==> src/rtl/ccff_chain_loader.sv <==
// rtl/ccff_chain_loader.sv - configuration-chain initiator: probes the chain length, then serialises the bitstream
module ccff_chain_loader #(
    parameter int         CHAIN_LEN = 1024,
    parameter int         WORD_W    = 8,
    parameter int         CNT_W     = 16,
    parameter logic [7:0] MARKER    = 8'hA5
) (
    input  logic              prog_clk,
    input  logic              pReset,
    input  logic              start,
    input  logic [WORD_W-1:0] word_data,
    input  logic              word_valid,
    output logic              word_ready,
    output logic              ccff_head,
    input  logic              ccff_tail,
    output logic              shift_en,
    output logic              busy,
    output logic              done,
    output logic              error,
    output logic [CNT_W-1:0]  bit_count
);
    localparam int               BC_W          = $clog2(WORD_W + 1);
    localparam logic [CNT_W-1:0] LP_LEN        = CNT_W'(CHAIN_LEN);
    localparam logic [CNT_W-1:0] LP_PROBE_LAST = CNT_W'(CHAIN_LEN + 7);
    localparam logic [CNT_W-1:0] LP_ONE        = CNT_W'(1);
    localparam logic [CNT_W-1:0] LP_MK_BITS    = CNT_W'(8);
    localparam logic [BC_W-1:0]  LP_FULL       = BC_W'(WORD_W);
    localparam logic [BC_W-1:0]  LP_BC_ONE     = BC_W'(1);

    typedef enum logic [2:0] {
        S_IDLE,
        S_PROBE,
        S_LOAD,
        S_DONE,
        S_ERR
    } state_t;

    state_t            r_state;
    state_t            w_state_nxt;
    logic [CNT_W-1:0]  r_bit_count;
    logic [CNT_W-1:0]  w_bit_count_nxt;
    logic [WORD_W-1:0] r_buf;
    logic [WORD_W-1:0] w_buf_nxt;
    logic [BC_W-1:0]   r_cnt;
    logic [BC_W-1:0]   w_cnt_nxt;
    logic              r_head;
    logic              w_head_nxt;
    logic              r_shift_en;
    logic              w_shift_en_nxt;
    logic              r_done;
    logic              w_done_nxt;
    logic              r_error;
    logic              w_error_nxt;

    logic [CNT_W-1:0]  w_inc;
    logic [2:0]        w_probe_idx;
    logic [2:0]        w_head_idx;
    logic              w_buf_has;
    logic              w_ready;
    logic              w_accept;

    // Marker bits go out MSB first, so bit index is 7 minus the offset (bitwise NOT of 3 bits).
    assign w_inc       = r_bit_count + LP_ONE;
    assign w_probe_idx = ~3'(r_bit_count - LP_LEN);
    assign w_head_idx  = ~3'(w_inc);
    assign w_buf_has   = (r_cnt != '0);
    assign w_ready     = (r_state == S_LOAD) && (r_cnt <= LP_BC_ONE);
    assign w_accept    = w_ready && word_valid;

    assign word_ready = w_ready;
    assign ccff_head  = r_head;
    assign shift_en   = r_shift_en;
    assign busy       = (r_state == S_PROBE) || (r_state == S_LOAD);
    assign done       = r_done;
    assign error      = r_error;
    assign bit_count  = r_bit_count;

    always_ff @(posedge prog_clk or posedge pReset) begin
        if (pReset) begin
            r_state     <= S_IDLE;
            r_bit_count <= '0;
            r_buf       <= '0;
            r_cnt       <= '0;
            r_head      <= 1'b0;
            r_shift_en  <= 1'b0;
            r_done      <= 1'b0;
            r_error     <= 1'b0;
        end else begin
            r_state     <= w_state_nxt;
            r_bit_count <= w_bit_count_nxt;
            r_buf       <= w_buf_nxt;
            r_cnt       <= w_cnt_nxt;
            r_head      <= w_head_nxt;
            r_shift_en  <= w_shift_en_nxt;
            r_done      <= w_done_nxt;
            r_error     <= w_error_nxt;
        end
    end

    // Head and shift enable are computed one cycle ahead so the chain sees flop outputs.
    always_comb begin
        w_state_nxt     = r_state;
        w_bit_count_nxt = r_bit_count;
        w_buf_nxt       = r_buf;
        w_cnt_nxt       = r_cnt;
        w_head_nxt      = r_head;
        w_shift_en_nxt  = 1'b0;
        w_done_nxt      = r_done;
        w_error_nxt     = r_error;
        case (r_state)
            S_IDLE, S_DONE, S_ERR: begin
                if (start) begin
                    w_state_nxt     = S_PROBE;
                    w_bit_count_nxt = '0;
                    w_cnt_nxt       = '0;
                    w_head_nxt      = MARKER[7];
                    w_shift_en_nxt  = 1'b1;
                    w_done_nxt      = 1'b0;
                    w_error_nxt     = 1'b0;
                end
            end
            S_PROBE: begin
                if ((r_bit_count >= LP_LEN) && (ccff_tail != MARKER[w_probe_idx])) begin
                    w_state_nxt = S_ERR;
                    w_error_nxt = 1'b1;
                end else if (r_bit_count == LP_PROBE_LAST) begin
                    w_state_nxt     = S_LOAD;
                    w_bit_count_nxt = '0;
                    w_head_nxt      = 1'b0;
                end else begin
                    w_bit_count_nxt = w_inc;
                    w_shift_en_nxt  = 1'b1;
                    w_head_nxt      = (w_inc < LP_MK_BITS) ? MARKER[w_head_idx] : 1'b0;
                end
            end
            S_LOAD: begin
                if (w_buf_has) begin
                    w_bit_count_nxt = w_inc;
                    w_buf_nxt       = r_buf << 1;
                    w_cnt_nxt       = r_cnt - LP_BC_ONE;
                end
                if (w_accept) begin
                    w_buf_nxt = word_data;
                    w_cnt_nxt = LP_FULL;
                end
                if (w_buf_has && (w_inc == LP_LEN)) begin
                    w_state_nxt = S_DONE;
                    w_done_nxt  = 1'b1;
                    w_cnt_nxt   = '0;
                end else if (w_cnt_nxt != '0) begin
                    w_shift_en_nxt = 1'b1;
                    w_head_nxt     = w_buf_nxt[WORD_W-1];
                end
            end
            default: w_state_nxt = S_IDLE;
        endcase
    end
endmodule

==> config.mk <==
export PLATFORM = sky130hd
export DESIGN_NAME = ccff_chain_loader
export DESIGN_NICKNAME = d
export VERILOG_FILES = /design/src/rtl/ccff_chain_loader.sv
export SDC_FILE = /design/constraint.sdc
export NUM_CORES = 1
export LEC_CHECK = 0
export BUFFER_PORTS_ARGS = -buffer_cell sky130_fd_sc_hd__clkbuf_2
export CORE_UTILIZATION = 58
export CTS_CLUSTER_DIAMETER = 100
export DETAILED_ROUTE_END_ITERATION = 8
export HOLD_SLACK_MARGIN = 0.06
export PLACE_DENSITY = 0.83
export SLEW_MARGIN = 25
export SYNTH_ARGS = -nofsm -noshare
export SYNTH_HDL_FRONTEND = slang
export SYNTH_SLANG_ARGS = --single-unit
==> constraint.sdc <==
create_clock -name prog_clk -period 3.34 [get_ports prog_clk]
set_clock_uncertainty 0.2 [all_clocks]
set_input_delay 0.334 -clock prog_clk [delete_from_list [all_inputs] [get_ports prog_clk]]
set_output_delay 0.334 -clock prog_clk [all_outputs]
set_load 0.05 [all_outputs]
==> impl_metrics.ini <==
[floorplanning]
ios = 35
fp.coreArea_um2 = 4060
die_w_um = 67.4
die_h_um = 67.4
dieArea_um2 = 4540
placementRows = 23
start_util = 0.611

[global_route]
track_usage = 0.264
grt_pass1_vias = 1819
grt_pass1_wl_um = 8870
grt_max_degree = 36
antenna_found_initial = 0
grt.overflow.total = 0

[cells_and_area]
drive_gt1_frac = 0.197
final_cell_mix = o21ai_0 (36), nand2_1 (35), dfrtp_1 (35)
stdcell_count = 375
syn_to_final_growth_pct = 14.1
antenna_cells = 0
final_nets = 342
final_common_cell = o21ai_0
nFillCells = 320

[critical_path]
crit_required_ps = 3310
r2r_start = bit_count[0]
critPathLaunchType = flop
worstPathArrival_ps = 2820
cp-end-kind = flop
ff2ff_path_depth = 8
reg2reg_to = ccff_head
reg2reg_slack_ps = 480
path_class = flop to flop
critPathMaxFanout = 11

[logic_synthesis]
synth_flop_cell = dfrtp_1
netlist_top_cells_area = dfrtp_1 (35%), o21ai_0 (7.3%), nand2_1 (5.3%), nor2_1 (4.2%), mux2i_1 (3.2%)
synthCells = 288
ys.warnings.count = 0
syn_nets = 306
synthesis.area_um2 = 2480
synth_cell_type_count = 57
synth_edf_count = 0
synthArstFlopShare = 1.00
avgSynthCellArea_um2 = 8.62
ys_seq_elements = 35
synth.top_cell.area_share = 0.353
yosysSeqAreaShare = 0.353
synth_area_leader_cell = dfrtp_1

[worst_hold_path]
min_from = word_data[7]
holdPathEnd = r_buf[7]
hold_depth = 3
hold_path.class = input pin to flop

[drt]
drt-pass1-iter-count = 4
drt_iter0_drc = 221
ant_nets = 0
drt_wl_total_um = 5570
vias_per_cell = 5.83
via_count = 2188
post-route-drc-count = 0
wl_per_cell_um = 14.8

[placed_design]
dp_cells = 359
io_buffers = 34
routabilityCongestion = 0.869
place.detailed.hpwl_um = 3770

[clock_tree]
tritoncts = built
worstSkewPairLatency_ps = 290
cts.clk_slew.worst_paths_ps = 70
cts_root_buf = clkbuf_8
clock-sinks = 35
post-cts-setup-buffers = 0
numCtsBuffers = 5
cts_buffer_depth = 2
htree_levels = 2

[sta]
relSlewSlack = 0.652
tns_ps = 0
worstMarginPinSlew_ps = 520
final_hold_viol_count = 0
drv_slew = 0
finalSetupViolations = 0
clock.fmax_mhz = 350
rsz0062_at_grt = false
period_minus_slack_ps = 2860
holdWs_ps = 117
period_share = 0.855

[power]
clock_power_share = 0.130
power_switching_mw = 1.17
power_leakage_nw = 1.24
switching_share = 0.498
finalPower_mw = 2.35
p_int_mw = 1.18
ir_drop_mv = 0.516
seqPwrFrac = 0.305
p_per_area_nw_per_um2 = 829
combPwrFrac = 0.565

[run]
maxCapViolCount = 0

[outcome]
status = complete, no violations
==> power groups by stage <==
stage	clock, mW	sequential (mW)	combinational (mW)
2_1_floorplan	0	0.766	1.02
3_3_place_gp	0	0.710	1.28
3_5_place_dp	0	0.719	1.30
4_1_cts	0.311	0.712	1.32
5_1_grt	0.322	0.742	1.45
6_report	0.305	0.716	1.32
==> critical path, cell delays in order (launching register included) <==
cell	delay (ps)
dfrtp_1	530
ha_1	360
nand3_4	140
nor4_4	400
and3_1	230
o211ai_2	120
nor4_4	480
o31a_1	200
o22ai_1	70
==> how the worst max path moves through the flow <==
stage	from	end	slack, ps	depth (start not counted)
6_report	bit_count[0]	ccff_head	480	8
5_1_grt	bit_count[0]	r_cnt[1]	300	8
4_1_cts	bit_count[0]	ccff_head	500	8
3_5_place_dp	bit_count[0]	ccff_head	480	8
3_3_place_gp	bit_count[0]	shift_en	560	8
2_1_floorplan	r_state[2]	word_ready	210	5
==> state kept, by name (all words and copies together), names as in the netlist <==
name       cells
error          1
ccff_head      1
r_state        3
done           1
r_cnt          4
r_buf          8
shift_en       1
bit_count     16
==> cells in the mapped netlist (7+ instances only) <==
library cell,n
o21ai_0,36
dfrtp_1,35
nand2_1,35
nor2_1,28
a21oi_1,11
buf_2,9
clkbuf_1,8
inv_1,8
mux2i_1,8
nand2b_1,8
nor3_1,8
xnor2_1,8
and3_1,7
==> kinds of logic (layout without fill, tap and decap cells) <==
logic type               Yosys count  count (layout)  share of synthesized area
AND/OR/NAND/NOR                  122             122                      0.285
AO/OA/AOI/OAI                     79              79                      0.207
flip-flops                        35              35                      0.353
buffers and inverters             28              65                     0.0514
XOR/XNOR                          10              10                     0.0408
multiplexers                       9               9                     0.0368
adder cells (fa/ha/maj)            5               5                     0.0252
==> layer usage <==
metal	up-vias	part of all wire	global-route usage
met5	-	0	0
li1	1102	-	-
met1	1025	0.48	0.377
met3	6	0.049	0.0557
met4	0	0.012	0.0851
met2	55	0.46	0.393
==> layout make-up <==
class	instances	area [um^2]	area share
Inverter	8	30.0	0.0106
Multi-Input combinational cell	225	1480	0.522
Clock inverter	1	5.00	0.00177
Timing Repair Buffer	49	303	0.107
Tap cell	50	62.6	0.0221
Sequential cell	35	876	0.309
Clock buffer	7	76.3	0.0270
==> metrics by stage <==
stage               setup slack (ps)  area, um^2  utilization
finish                           485        2830        0.698
global route                     300        2830        0.698
CTS                              496        2830        0.698
detailed placement               483        2670        0.658
global placement                 565        2670        0.658
floorplan                        210        2480            -
==> what timing repair did <==
action,in CTS,in global routing
endpoints found under the hold margin,42,0
hold buffers,8,0
endpoints found under the setup margin,0,0
resized for setup,0,0
(Power assumes the default switching activity.)
